[src/rtl/vmem_pkg.sv]
// vmem_pkg: shared constants and types for the vector memory sequencer.
package vmem_pkg;
    localparam int VLEN   = 16;
    localparam int ELEM_W = 16;
    localparam int ADDR_W = 19;
    localparam int IDX_W  = $clog2(VLEN);
    localparam int CNT_W  = 19;
    typedef enum logic [2:0] {IDLE, WRITE, ISSUE, DRAIN, DONE} vmem_state_t;
    typedef logic [VLEN-1:0][ELEM_W-1:0] vec_t;
endpackage

[src/rtl/vec_mem_sequencer_if.sv]
// vec_mem_sequencer_if: request, RAM and load-result signals of the MEM stage.
interface vec_mem_sequencer_if;
    import vmem_pkg::*;
    logic              req_valid;
    logic              req_write;
    logic              req_vector;
    logic [ADDR_W-1:0] req_addr;
    logic [ELEM_W-1:0] req_wdata_s;
    vec_t              req_wdata_v;
    logic [4:0]        req_rd;
    logic [ADDR_W-1:0] mem_addr;
    logic [ELEM_W-1:0] mem_wdata;
    logic              mem_wren;
    logic [ELEM_W-1:0] mem_rdata;
    logic              stall;
    logic              ld_valid;
    vec_t              ld_data;
    logic [4:0]        ld_rd;
    modport slave (
        input  req_valid, req_write, req_vector, req_addr, req_wdata_s, req_wdata_v, req_rd, mem_rdata,
        output mem_addr, mem_wdata, mem_wren, stall, ld_valid, ld_data, ld_rd
    );
    modport master (
        output req_valid, req_write, req_vector, req_addr, req_wdata_s, req_wdata_v, req_rd, mem_rdata,
        input  mem_addr, mem_wdata, mem_wren, stall, ld_valid, ld_data, ld_rd
    );
endinterface

[src/rtl/vmem_read_collector.sv]
// vmem_read_collector: RD_LAT-deep valid/index delay line that drops returning RAM data into the load vector.
module vmem_read_collector
    import vmem_pkg::*;
#(
    parameter int RD_LAT = 1
) (
    input  logic              clk,
    input  logic              rst,
    input  logic              issue_i,
    input  logic [IDX_W-1:0]  idx_i,
    input  logic              clr_i,
    input  logic [ELEM_W-1:0] rdata_i,
    output logic              cap_valid_o,
    output logic [IDX_W-1:0]  cap_idx_o,
    output vec_t              data_o
);
    logic [RD_LAT-1:0]            vld_q;
    logic [RD_LAT-1:0][IDX_W-1:0] idx_q;
    vec_t                         data_q;
    assign cap_valid_o = vld_q[RD_LAT-1];
    assign cap_idx_o   = idx_q[RD_LAT-1];
    assign data_o      = data_q;
    always_ff @(posedge clk or negedge rst) begin
        if (!rst) begin
            vld_q  <= '0;
            idx_q  <= '0;
            data_q <= '0;
        end else begin
            vld_q[0] <= issue_i;
            idx_q[0] <= idx_i;
            for (int k = 1; k < RD_LAT; k++) begin
                vld_q[k] <= vld_q[k-1];
                idx_q[k] <= idx_q[k-1];
            end
            if (clr_i)
                data_q <= '0;
            else if (cap_valid_o)
                data_q[cap_idx_o] <= rdata_i;
        end
    end
endmodule

[src/rtl/vec_mem_sequencer.sv]
// vec_mem_sequencer: serialises scalar/vector loads and stores onto a single-port RAM, stalling the pipeline.
// Define VMEM_STALL_COUNT_EN to build the saturating stall_count performance counter.
module vec_mem_sequencer
    import vmem_pkg::*;
#(
    parameter int RD_LAT = 1
) (
    input  logic              clk,
    input  logic              rst,
    vec_mem_sequencer_if.slave bus,
    output logic [CNT_W-1:0]  stall_count
);
    vmem_state_t       state_q, state_d;
    logic [IDX_W-1:0]  idx_q, idx_d;
    logic [IDX_W-1:0]  last_q, last_d;
    logic [ADDR_W-1:0] base_q, base_d;
    vec_t              wdata_q, wdata_d;
    logic              write_q, write_d;
    logic [4:0]        rd_q, rd_d;
    logic              cap_valid;
    logic [IDX_W-1:0]  cap_idx;
    logic              ld_accept;
    always_ff @(posedge clk or negedge rst) begin
        if (!rst) begin
            state_q <= IDLE;
            idx_q   <= '0;
            last_q  <= '0;
            base_q  <= '0;
            wdata_q <= '0;
            write_q <= 1'b0;
            rd_q    <= '0;
        end else begin
            state_q <= state_d;
            idx_q   <= idx_d;
            last_q  <= last_d;
            base_q  <= base_d;
            wdata_q <= wdata_d;
            write_q <= write_d;
            rd_q    <= rd_d;
        end
    end
    always_comb begin
        state_d = state_q;
        idx_d   = idx_q;
        last_d  = last_q;
        base_d  = base_q;
        wdata_d = wdata_q;
        write_d = write_q;
        rd_d    = rd_q;
        case (state_q)
            IDLE: if (bus.req_valid) begin
                base_d  = bus.req_addr;
                wdata_d = bus.req_vector ? bus.req_wdata_v : vec_t'({{(VLEN-1)*ELEM_W{1'b0}}, bus.req_wdata_s});
                last_d  = bus.req_vector ? IDX_W'(VLEN-1) : '0;
                write_d = bus.req_write;
                rd_d    = bus.req_write ? rd_q : bus.req_rd;
                idx_d   = '0;
                state_d = bus.req_write ? WRITE : ISSUE;
            end
            WRITE, ISSUE: begin
                idx_d = idx_q + 1'b1;
                if (idx_q == last_q)
                    state_d = write_q ? DONE : DRAIN;
            end
            DRAIN: if (cap_valid && cap_idx == last_q) state_d = DONE;
            default: state_d = IDLE;
        endcase
    end
    assign ld_accept    = state_q == IDLE && bus.req_valid && !bus.req_write;
    assign bus.mem_addr  = (state_q == WRITE || state_q == ISSUE) ? base_q + ADDR_W'(idx_q) : '0;
    assign bus.mem_wdata = state_q == WRITE ? wdata_q[idx_q] : '0;
    assign bus.mem_wren  = state_q == WRITE;
    // DONE drops stall so EX/MEM advances exactly once per access.
    assign bus.stall     = state_q == IDLE ? bus.req_valid : state_q != DONE;
    assign bus.ld_valid  = state_q == DONE && !write_q;
    assign bus.ld_rd     = rd_q;
    vmem_read_collector #(.RD_LAT(RD_LAT)) u_collector (
        .clk        (clk),
        .rst        (rst),
        .issue_i    (state_q == ISSUE),
        .idx_i      (idx_q),
        .clr_i      (ld_accept),
        .rdata_i    (bus.mem_rdata),
        .cap_valid_o(cap_valid),
        .cap_idx_o  (cap_idx),
        .data_o     (bus.ld_data)
    );
`ifdef VMEM_STALL_COUNT_EN
    logic [CNT_W-1:0] cnt_q;
    // Counts the stalled cycles spent working on an access, i.e. after acceptance.
    always_ff @(posedge clk or negedge rst) begin
        if (!rst)
            cnt_q <= '0;
        else if (bus.stall && state_q != IDLE && !(&cnt_q))
            cnt_q <= cnt_q + 1'b1;
    end
    assign stall_count = cnt_q;
`else
    assign stall_count = '0;
`endif
endmodule

[src/flat_wrapper.sv]
// flat-port wrapper written by rule: the top's interface ports become plain ports
module vec_mem_sequencer_flat import vmem_pkg::*;
#(
    parameter int RD_LAT = 1
)
  (clk, rst, stall_count, bus_req_valid, bus_req_write, bus_req_vector, bus_req_addr, bus_req_wdata_s, bus_req_wdata_v, bus_req_rd, bus_mem_rdata, bus_mem_addr, bus_mem_wdata, bus_mem_wren, bus_stall, bus_ld_valid, bus_ld_data, bus_ld_rd);
  vec_mem_sequencer_if bus_i ();
  input  logic clk;
  input  logic rst;
  output logic [CNT_W-1:0] stall_count;
  input wire logic [$bits(bus_i.req_valid)-1:0] bus_req_valid;
  input wire logic [$bits(bus_i.req_write)-1:0] bus_req_write;
  input wire logic [$bits(bus_i.req_vector)-1:0] bus_req_vector;
  input wire logic [$bits(bus_i.req_addr)-1:0] bus_req_addr;
  input wire logic [$bits(bus_i.req_wdata_s)-1:0] bus_req_wdata_s;
  input wire logic [$bits(bus_i.req_wdata_v)-1:0] bus_req_wdata_v;
  input wire logic [$bits(bus_i.req_rd)-1:0] bus_req_rd;
  input wire logic [$bits(bus_i.mem_rdata)-1:0] bus_mem_rdata;
  output wire logic [$bits(bus_i.mem_addr)-1:0] bus_mem_addr;
  output wire logic [$bits(bus_i.mem_wdata)-1:0] bus_mem_wdata;
  output wire logic [$bits(bus_i.mem_wren)-1:0] bus_mem_wren;
  output wire logic [$bits(bus_i.stall)-1:0] bus_stall;
  output wire logic [$bits(bus_i.ld_valid)-1:0] bus_ld_valid;
  output wire logic [$bits(bus_i.ld_data)-1:0] bus_ld_data;
  output wire logic [$bits(bus_i.ld_rd)-1:0] bus_ld_rd;
  assign bus_i.req_valid = bus_req_valid;
  assign bus_i.req_write = bus_req_write;
  assign bus_i.req_vector = bus_req_vector;
  assign bus_i.req_addr = bus_req_addr;
  assign bus_i.req_wdata_s = bus_req_wdata_s;
  assign bus_i.req_wdata_v = bus_req_wdata_v;
  assign bus_i.req_rd = bus_req_rd;
  assign bus_i.mem_rdata = bus_mem_rdata;
  assign bus_mem_addr = bus_i.mem_addr;
  assign bus_mem_wdata = bus_i.mem_wdata;
  assign bus_mem_wren = bus_i.mem_wren;
  assign bus_stall = bus_i.stall;
  assign bus_ld_valid = bus_i.ld_valid;
  assign bus_ld_data = bus_i.ld_data;
  assign bus_ld_rd = bus_i.ld_rd;
  vec_mem_sequencer #(.RD_LAT(RD_LAT)) u_core (.clk(clk), .rst(rst), .bus(bus_i), .stall_count(stall_count));
endmodule
[config.mk]
export PLATFORM = sky130hd
export DESIGN_NAME = vec_mem_sequencer_flat
export DESIGN_NICKNAME = d
export VERILOG_FILES = /design/src/rtl/vmem_pkg.sv /design/src/rtl/vec_mem_sequencer_if.sv /design/src/rtl/vmem_read_collector.sv /design/src/rtl/vec_mem_sequencer.sv /design/src/flat_wrapper.sv
export SDC_FILE = /design/constraint.sdc
export NUM_CORES = 1
export LEC_CHECK = 0
export ABC_CLOCK_PERIOD_IN_PS = 2400
export CAP_MARGIN = 0
export CELL_PAD_IN_SITES_DETAIL_PLACEMENT = 1
export CELL_PAD_IN_SITES_GLOBAL_PLACEMENT = 2
export CORE_ASPECT_RATIO = 0.6
export CORE_MARGIN = 3
export CORE_UTILIZATION = 27
export CTS_BUF_LIST = sky130_fd_sc_hd__clkbuf_4
export CTS_CLUSTER_SIZE = 12
export DETAILED_ROUTE_END_ITERATION = 6
export GPL_TIMING_DRIVEN = 0
export PLACE_DENSITY = 0.84
export REMOVE_ABC_BUFFERS = 1
export SYNTH_ARGS = -nofsm -noshare
export SYNTH_HDL_FRONTEND = slang
export SYNTH_SLANG_ARGS = --single-unit
[constraint.sdc]
create_clock -name clk -period 2.4 [get_ports clk]
set_input_delay 0.6 -clock clk [delete_from_list [all_inputs] [get_ports clk]]
set_output_delay 0.6 -clock clk [all_outputs]
set_load 0.02 [all_outputs]
# After elaboration in Yosys (flattened, before gate mapping)
# Cells that the tools add are included.
[totals]
output_inout_bits = 318
regBits = 553
inputBits = 317
word_cells = 92
[op_classes]
n_eq_ne = 10
mux = 20
n_addsub = 2
bitwise = 1
n_reduce_logical = 16
magnitude_cmp = 3
[ops]
columns = ["operator", "n"]
rows = [
  ["256-bit 2-to-1 mux", 3],
  ["256-bit bitwise mux", 1],
  ["16-bit binary-select mux with 4-bit select", 1],
  ["16-bit demux with 4-bit select", 1],
  ["16-bit 2-to-1 mux", 3],
  ["19-bit by 4-bit adder with 19-bit output", 1],
  ["19-bit 2-to-1 mux", 1],
  ["3-bit 2-to-1 mux", 4],
  ["4-bit by 5-bit less-than comparator with 1-bit output (second input constant)", 2],
  ["3-bit case mux with 3 select lines", 1],
  ["4-bit == test", 2],
  ["4-bit 2-to-1 mux", 2],
  ["4-bit case mux with 2 select lines", 1],
  ["3-bit by 2-bit == test with 1-bit output (second input constant)", 2],
  ["3-bit AND reduction", 2],
  ["1-bit logical AND", 5],
  ["4-bit by 1-bit adder with 4-bit output (second input constant)", 1],
  ["4-bit by 1-bit greater-or-equal comparator with 1-bit output (second input constant)", 1],
  ["2-bit by 1-bit inequality test with 1-bit output (second input constant)", 2],
  ["2-bit AND reduction", 2],
  ["2-bit nonzero test", 2],
  ["3-bit by 1-bit == test with 1-bit output (second input constant)", 1],
  ["3-bit == test (second input constant)", 1],
  ["3-bit zero test", 1],
  ["8 further kinds", 9],
]

# Logic depth before layout (Yosys ltp)
# Gate-level depths: netlist of run 1.
[depth]
word_depth = 7
mapped_depth = 8
mapped_depth_nobuf = 7

# Modules after synthesis
# Synthesis of run 1 repeated with hierarchy kept, for this count alone.
[hier_totals]
hier_cells = 2400
hier_area_um2 = 25634.6
[modules_own_cells]
columns = ["module", "area_per_inst_um2", "instances", "seq_area_each_um2", "cells_per_inst"]
rows = [
  ["vec_mem_sequencer", 14174.8, 1, 7231.9, 1501],
  ["vmem_read_collector", 11459.7, 1, 6531.3, 899],
]

# Worst setup path after synthesis of run 1
# No wires, ideal clock.
[synth_path]
path_type = "flip-flop to output port"
start = "register u_core.idx_q[3]"
end = "output port bus_mem_addr[15]"
slack_ns = -0.136
path_buffers = 0
stages_incl_launch_ff = 6
t_required_ns = 1.800
arrival_ns = 1.936
cell_sequence = "dfrtp_1 -> ha_1 -> nand3_1 -> o221ai_1 -> nand3_1 -> o21ai_0"
[synth_between]
elab_chain_cells = 2
[synth_lines]
columns = ["element", "line_no", "source"]
rows = [
  ["start: declaration", "vec_mem_sequencer.sv:14", "logic [IDX_W-1:0] idx_q, idx_d;"],
  ["start signal: assignment", "vec_mem_sequencer.sv:34", "idx_q <= idx_d;"],
  ["19-bit by 4-bit adder with 19-bit output", "vec_mem_sequencer.sv:70", "assign bus.mem_addr = (state_q == WRITE || state_q == ISSUE) ? base_q + ADDR_W'(idx_q) : '0;"],
  ["19-bit 2-to-1 mux", "vec_mem_sequencer.sv:70", ""],
  ["end: declaration", "flat_wrapper.sv:19", "output wire logic [$bits(bus_i.mem_addr)-1:0] bus_mem_addr;"],
]
# No other way between the ends.

# Worst setup path after layout of run 1
[layout_path]
start = "register u_core.idx_q[0]"
end = "output port bus_mem_addr[16]"
# The elaborated chain is that of the path after synthesis.

==> impl_metrics.csv, run 1 <==
group,metric,value,unit
outcome,status,"complete, but fails checks",
outcome,violations,"negative setup slack",
worst_setup_path,slowest_delay,0.51,ns
synthesis,yosys-top-cells-area,"dfrtp_1 56%, nand2_1 16%, a21oi_1 5.7%",
min_path,hold_path_class,"in2reg",
cts,cts-root-buf,"clkbuf_4",
worst_setup_path,cp_slowest_cell,"dfrtp_4",
synthesis,synth_edf_count,0,
synthesis,seq_area_frac_synth,56.0,%
synthesis,syn_area,24600,µm²
power,power.share.sequential,34.2,%
power,p_per_area,1230,nW/µm²
power,p_clk_share,19.5,%
sta,fmax,0.274,GHz
route,wl,111000,µm
die,rows,85,
sta,relSlewSlack,5.98,%
cts,insertion_delay,0.99,ns
sta,setup_violations,38,
die,pin_count,635,
route,drt_pass1_iterations,5,
grt,grt_max_degree,143,
worst_setup_path,worstPathMaxFanout,4,
die,core_area,90000,µm²
synthesis,synthDistinctLibCells,49,
synthesis,async_reset_ff_share,100,%
power,p_sw_share,41.7,%
synthesis,ys_seq_elements,550,
cts,clk_pin_slew,0.07,ns
power,p_int,26.6,mW
placed_design,place_hpwl,68700,µm
sta,worst-slew-pin-transition,1.41,ns
sta,worst_slack,-1.24,ns
worst_setup_path,start_kind,"flip-flop",
synthesis,yosys.area.top_type,"dfrtp_1",
worst_setup_path,path_cells,"ha_4 > fa_2 > a21oi_4 > o21ai_4 > buf_6 > nand4_1 > xor2_1 > nor2_1 > buf_4",
die,start_util,27.3,%
route,wl_per_cell,22.4,µm
cells_and_area,finish.net_count,3942,
cells_and_area,regArea,13800,µm²
cells_and_area,post-route-util,41.3,%
die,die_width,396,µm
cts,cts_tree,"yes",
placed_design,io_buffers,615,
grt,antenna_found_initial,18,
sta,rsz0062_at_grt,"yes",
die,die-area,94800,µm²
cells_and_area,area_growth,51.2,%
power,p_sw,19.1,mW
route,via_per_inst,4.80,
worst_setup_path,cp_data_arrival_time,3.04,ns
power,p_leak,17.6,nW
cells_and_area,multi_input_area,10400,µm²
cells_and_area,nFillCells,10400,
synthesis,ys.flop_type,"dfrtp_1",
cts,cts-htree-levels,4,
sta,finalClockSkew,0.0654,ns
cts,cts_buffers,148,
sta,period_share,152,%
cts,clkSinkCount,550,
route,drc,0,
route,num_vias,23800,
grt,grt_pass1_wl,165000,µm
worst_setup_path,critPathKind,"reg2out",
min_path,whs_path_depth,3,
sta,hold_viol,0,
worst_setup_path,required,1.80,ns
flow_run,max-cap-violations,0,
worst_setup_path,worst_setup_path_end_kind,"output port",
synthesis,yosysTopAreaCellShare,56.0,%
placed_design,routabilityCongestion,0.793,
grt,overflow,0,
worst_setup_path,r2r.worst_path.cells,13,
synthesis,syn_area_per_cell,9.13,µm²
cells_and_area,drive_gt1_share,22.5,%
synthesis,yosysWarnings,0,
die,die_h,240,µm
power,ir_drop,0.000495,V
route,postRouteAntennaNets,0,
power,p_comb_share,46.3,%
cells_and_area,final_common_cell,"nand2_1",
cells_and_area,final_cell_mix,"1070 x nand2_1, 540 x dfrtp_1, 313 x clkdlybuf4s50_1, 276 x a21oi_1, 248 x nand3_1",
cts,cts_buffer_depth,3,
synthesis,syn_inst,2694,
grt,grt_pass1_vias,25500,
sta,final_max_slew_viol_count,0,
grt,grt.total_usage,22.8,%
sta,min_period,3.64,ns
sta,hold_slack,0.230,ns
route,initialDrtViolationCount,1385,
-- power groups by stage --
| stage | Combinational, mW | Sequential, mW | Clock (mW) |
|---|---|---|---|
| 5_1_grt | 22.7 | 16.1 | 9.77 |
| 3_5_place_dp | 18.9 | 16.0 | 0 |
| 3_3_place_gp | 13.8 | 14.7 | 0 |
| 4_1_cts | 20.4 | 15.5 | 9.22 |
| 6_report | 21.1 | 15.6 | 8.90 |
| 2_1_floorplan | 7.31 | 17.7 | 0 |
-- worst max-delay path: cells and delay by family, from the launching register on --
| kind | cells | cell delay (ns) |
|---|---|---|
| AOI/OAI and AO/OA | 2 | 0.29 |
| xor gates and xnor gates | 1 | 0.08 |
| adders and majority gates | 2 | 0.57 |
| buffers and inverters | 2 | 0.32 |
| DFF | 1 | 0.51 |
| and+or+nand+nor | 2 | 0.28 |
-- final cells by class --
cell class | instances | area share, %
Clock buffer | 209 | 4.22
Tap cell | 1218 | 4.10
Clock inverter | 44 | 0.838
Multi-Input combinational cell | 1915 | 27.9
Timing Repair Buffer | 999 | 25.8
Sequential cell | 550 | 37.1
Inverter | 5 | 0.0707
Antenna cell | 12 | 0.0808
-- cells by family after synthesis --
group	count (synthesis)	share of synthesized area, %
DFF	550	56.0
buffers and inverters	248	4.41
and+or+nand+nor	1438	24.1
muxes	112	7.69
AOI/OAI and AO/OA	321	6.84
adders and majority gates	7	0.377
xor gates and xnor gates	17	0.605
other	1	0.0153
-- layer usage --
layer  vias to the layer above  routed length (µm)  track usage (%)  share of wire [%]
met2                       599               54200             37.2                 49
met1                     12100               48700             29.7                 44
li1                      10800                   -                -                  -
met4                        10                2650             8.59                2.4
met5                         -                  62                0              0.056
met3                       190                5440             5.12                4.9
-- path summary, 6_finish.rpt --
kind,startpoint,end,slack (ns)
min,bus_req_wdata_v[110],u_core.wdata_q[110]$_DFFE_PN0N_,0.23
max,u_core.idx_q[0]$_DFFE_PN0P_,bus_mem_addr[16],-1.24
min in group asynchronous,rst,u_core.u_collector.data_o[142]$_DFFE_PN0P_,0.29
max in group asynchronous,rst,u_core.wdata_q[7]$_DFFE_PN0N_,0.89
max reg2reg,u_core.state_q[0]$_DFFE_PN0P_,u_core.bus.ld_rd[3]$_DFFE_PN0P_,0
min reg2reg,u_core.wdata_q[167]$_DFFE_PN0N_,u_core.wdata_q[167]$_DFFE_PN0N_,0.46
-- metrics by stage --
stage	instances	area, µm²	power (mW)	setup WS (ns)	setup TNS, ns
after global placement	4302	31300	28.5	-45.34	-
after detailed placement	4355	32300	35.0	-1.85	-475.19
final	4952	37200	45.7	-1.24	-39.19
after global routing	4950	37200	48.6	-1.46	-47.88
after floorplan	2469	23600	25.0	-16.13	-7030.58
after CTS	4913	36600	45.2	-1.51	-48.29
-- registers in the layout (all words and copies together), names as in the netlist --
signal	flops
u_core.write_q	1
u_core.u_collector.data_o	256
u_core.last_q	1
u_core.u_collector.cap_valid_o	1
u_core.bus.ld_rd	5
u_core.wdata_q	256
u_core.base_q	19
u_core.state_q	3
u_core.idx_q	4
u_core.u_collector.cap_idx_o	4
-- cells in the mapped netlist, types with 2 or more instances --
cell	count
a2111oi_0	3
a211oi_1	3
a21oi_1	280
a32oi_1	3
and2_1	5
and3_1	3
buf_1	14
buf_2	66
buf_4	19
clkbuf_1	144
dfrtp_1	550
ha_1	5
inv_1	5
mux2_2	6
mux2i_1	45
mux4_2	61
nand2_1	1077
nand2b_1	6
nand3_1	256
nand4_1	5
nor2_1	47
nor2b_1	8
nor3_1	4
nor3_2	5
nor3b_1	3
nor4_2	2
o21ai_0	8
o21ai_1	2
o22ai_1	15
o31ai_1	2
or2_2	2
or3_1	5
or4_1	4
xnor2_1	4
xor2_1	13
-- repair_timing --
item                                     CTS  global route
gates resized for setup                 1522            87
hold buffers                             229             0
gates cloned                              13             6
pin swaps                                 26            32
endpoints found under the hold margin    588             0
endpoints found under the setup margin   751           157
buffers inserted                          67            32
No activity file was read; power rests on OpenSTA's default activity.
==> inputs of run 2 (changes only) <==
--- a/config.mk
+++ b/config.mk
@@ -5,6 +5,7 @@
 export SDC_FILE = /design/constraint.sdc
 export NUM_CORES = 1
 export LEC_CHECK = 0
+export ABC_AREA = 1
 export ABC_CLOCK_PERIOD_IN_PS = 2400
 export CAP_MARGIN = 0
 export CELL_PAD_IN_SITES_DETAIL_PLACEMENT = 1
@@ -13,10 +14,11 @@
 export CORE_MARGIN = 3
 export CORE_UTILIZATION = 27
 export CTS_BUF_LIST = sky130_fd_sc_hd__clkbuf_4
+export CTS_CLUSTER_DIAMETER = 80
 export CTS_CLUSTER_SIZE = 12
 export DETAILED_ROUTE_END_ITERATION = 6
 export GPL_TIMING_DRIVEN = 0
-export PLACE_DENSITY = 0.84
+export PLACE_DENSITY = 0.85
 export REMOVE_ABC_BUFFERS = 1
 export SYNTH_ARGS = -nofsm -noshare
 export SYNTH_HDL_FRONTEND = slang
==> run 2 against run 1 <==
  * Die area grew 1.3%
  * The flow still finishes with violations (negative setup slack)
  * Non-clock buffer count shrank 231
  * Largest power group unchanged
  * Cell area shrank 4.9%
  * Via count grew 1.2%
==> impl_metrics.csv, run 2 <==
group,metric,value,unit
power,p_per_area,1120,nW/µm²
route,num_vias,24000,
power,total_power,39.7,mW
cells_and_area,drive_gt1_share,13.1,%
cells_and_area,finish.net_count,3849,
placed_design,place_hpwl,70400,µm
worst_setup_path,worstPathMaxFanout,6,
cts,insertion_delay,0.91,ns
cts,clkSinkCount,550,
route,via_per_inst,5.02,
sta,fmax,0.292,GHz
cts,cts-htree-levels,2,
synthesis,synth_compound_area_share,17.6,%
die,pin_count,635,
die,die_width,398,µm
synthesis,yosysTopAreaCellShare,55.3,%
sta,min_period,3.42,ns
worst_setup_path,critPathMostFrequentCell,"nand3_4",
placed_design,routabilityCongestion,0.819,
min_path,hold_path_class,"in2reg",
synthesis,async_reset_ff_share,100,%
synthesis,ys.flop_type,"dfrtp_1",
worst_setup_path,slowest_delay,0.60,ns
synthesis,synth_edf_count,0,
cts,cts_tree,"yes",
grt,grt_max_degree,140,
cells_and_area,final_cell_mix,"544 x dfrtp_1, 442 x nand2_1, 369 x o21ai_0, 338 x nand3_1, 314 x clkdlybuf4s50_1",
worst_setup_path,start_kind,"flip-flop",
worst_setup_path,cp_data_arrival_time,2.82,ns
die,die_h,241,µm
worst_setup_path,ff2ff_setup_slack,0.09,ns
sta,worst_slack,-1.02,ns
synthesis,syn_area_per_cell,8.50,µm²
grt,grt_pass1_vias,24000,
synthesis,synth-adder-area-share,0.332,%
worst_setup_path,cp_slowest_cell,"dfrtp_4",
sta,period_share,143,%
die,die-area,96000,µm²
synthesis,muxShareOfSynthArea,0,%
sta,hold_viol,0,
cts,cts_buffer_depth,3,
cts,cts_buffers,53,
route,initialDrtViolationCount,1722,
synthesis,synthSimpleGateAreaFrac,17.4,%
synthesis,seq_area_frac_synth,55.3,%
power,p_leak,17.0,nW
outcome,status,"complete, but fails checks",
synthesis,synth_top_family_by_area,"compound AO/OA/AOI/OAI gates",
sta,finalClockSkew,0.0531,ns
synthesis,yosys.area.top_type,"dfrtp_1",
route,wl,121000,µm
sta,worst-slew-pin-transition,1.01,ns
sta,setup_violations,38,
die,rows,85,
route,drc,0,
grt,grt_pass1_wl,166000,µm
cells_and_area,area_growth,42.0,%
cells_and_area,final_common_cell,"dfrtp_1",
sta,relSlewSlack,32.1,%
synthesis,ys_seq_elements,550,
sta,hold_slack,0.216,ns
power,ir_drop,0.000440,V
cts,clk_pin_slew,0.16,ns
route,wl_per_cell,25.2,µm
synthesis,synth_most_common_cell,"dfrtp_1",
synthesis,yosys-top-cells-area,"dfrtp_1 55%, nand3_1 8.0%, o21ai_0 7.7%",
grt,grt.total_usage,23.2,%
grt,overflow,0,
die,start_util,27.5,%
worst_setup_path,worst_setup_path_end_kind,"output port",
synthesis,synth_commonest_cells,"550 x dfrtp_1, 480 x nand2_1, 396 x nand3_1",
synthesis,yosysWarnings,0,
sta,final_max_slew_viol_count,0,
synthesis,syn_area,24900,µm²
cells_and_area,nFillCells,10500,
synthesis,syn_inst,2931,
worst_setup_path,critPathKind,"reg2out",
sta,rsz0062_at_grt,"yes",
worst_setup_path,path_cells,"ha_4 > fa_2 > nand2_4 > nand3_4 > buf_4 > nand3_4 > o21ai_2 > a21oi_2 > buf_6",
route,drt_pass1_iterations,5,
worst_setup_path,required,1.80,ns
placed_design,io_buffers,615,
cts,cts-root-buf,"clkbuf_4",
grt,antenna_found_initial,39,
die,core_area,90500,µm²
route,postRouteAntennaNets,0,
outcome,violations,"negative setup slack",
flow_run,max-cap-violations,0,
synthesis,synthDistinctLibCells,32,
synthesis,synth_xor_area_share,0.105,%
-- run 2: changes by cell type after synthesis, sizes merged, moves of 38 or more --
cell    previous run  this run
nand2           1077       484
o21ai             10       513
inv                5       281
nand3            256       397
buf               99       171
clkbuf           144        83
mux4              61         0
mux2i             45         0
nor2              47        85
o211ai             1        39
-- run 2: final cells by class --
cell class / instances / area (µm²) / area share [%]
inverters: 283 / 1150 / 3.26
well taps: 1218 / 1520 / 4.31
multi-input cells: 1867 / 9780 / 27.6
diodes: 35 / 87.6 / 0.248
flip-flops and latches: 550 / 13800 / 39.0
repair buffers: 768 / 8550 / 24.2
repair inverters: 3 / 36.3 / 0.103
clock buffers: 55 / 413 / 1.17
clock inverters: 7 / 48.8 / 0.138
-- run 2: path summary, 6_finish.rpt --
path                                                      start                                          to  cells after the start
max in group asynchronous                                   rst  u_core.u_collector.data_o[184]$_DFFE_PN0P_                      5
worst min register to register  u_core.wdata_q[201]$_DFFE_PN0N_             u_core.wdata_q[201]$_DFFE_PN0N_                      2
worst min-delay path                       bus_req_wdata_v[132]             u_core.wdata_q[132]$_DFFE_PN0N_                      3
worst max register to register    u_core.state_q[0]$_DFFE_PN0P_  u_core.u_collector.data_o[230]$_DFFE_PN0P_                     11
worst max-delay path                u_core.idx_q[0]$_DFFE_PN0P_                             bus_mem_addr[8]                      9
min in group asynchronous                                   rst  u_core.u_collector.data_o[193]$_DFFE_PN0P_                      2
-- run 2: cell families after synthesis --
group / count (synthesis)
AOI/OAI and AO/OA: 854
xor gates and xnor gates: 3
adders and majority gates: 6
buffers and inverters: 537
DFF: 550
other: 1
and+or+nand+nor: 980
-- run 2: metrics by stage --
step	instance area, µm²	utilization, %	cells	TNS, ns	worst slack (ns)
CTS	34000	37.6	4699	-38.28	-1.21
floorplan	23700	-	2695	-1432.80	-3.37
finish	35400	39.1	4786	-31.23	-1.02
global route	35400	39.1	4782	-38.20	-1.20
detailed placement	32100	35.4	4553	-378.71	-1.85
global placement	31400	34.7	4528	-	-26.13
-- run 2: layer usage --
layer	routed length [µm]	track usage (%)	vias to the layer above	share of wire, %
met5	15	0	-	0.012
met4	3730	9.61	4	3.1
met3	5050	3.49	174	4.2
met1	56000	32.9	12400	46
met2	55800	35.5	588	46
li1	-	-	10900	-
-- run 2: worst max-delay path, delay by kind of cell, from the launching register on --
family / cells / cell delay [ns]
fa+ha+maj: 2 / 0.57
buf+inv: 2 / 0.31
simple gates: 3 / 0.28
flops: 1 / 0.60
compound gates: 2 / 0.19
-- run 2: power breakdown --
part / total [mW] / internal, mW / switching, mW
clock: 4.50 / 1.09 / 3.41
combinational: 21.4 / 8.27 / 13.2
sequential: 13.8 / 12.3 / 1.47
total: 39.7 / 21.7 / 18.0
-- run 2: repair_timing --
item,in CTS,in global routing
cloned,27,21
hold endpoints to repair,87,0
gates resized for setup,643,166
setup buffers,55,34
hold buffers,2,0
endpoints found under the setup margin,724,268
pin swaps,47,93
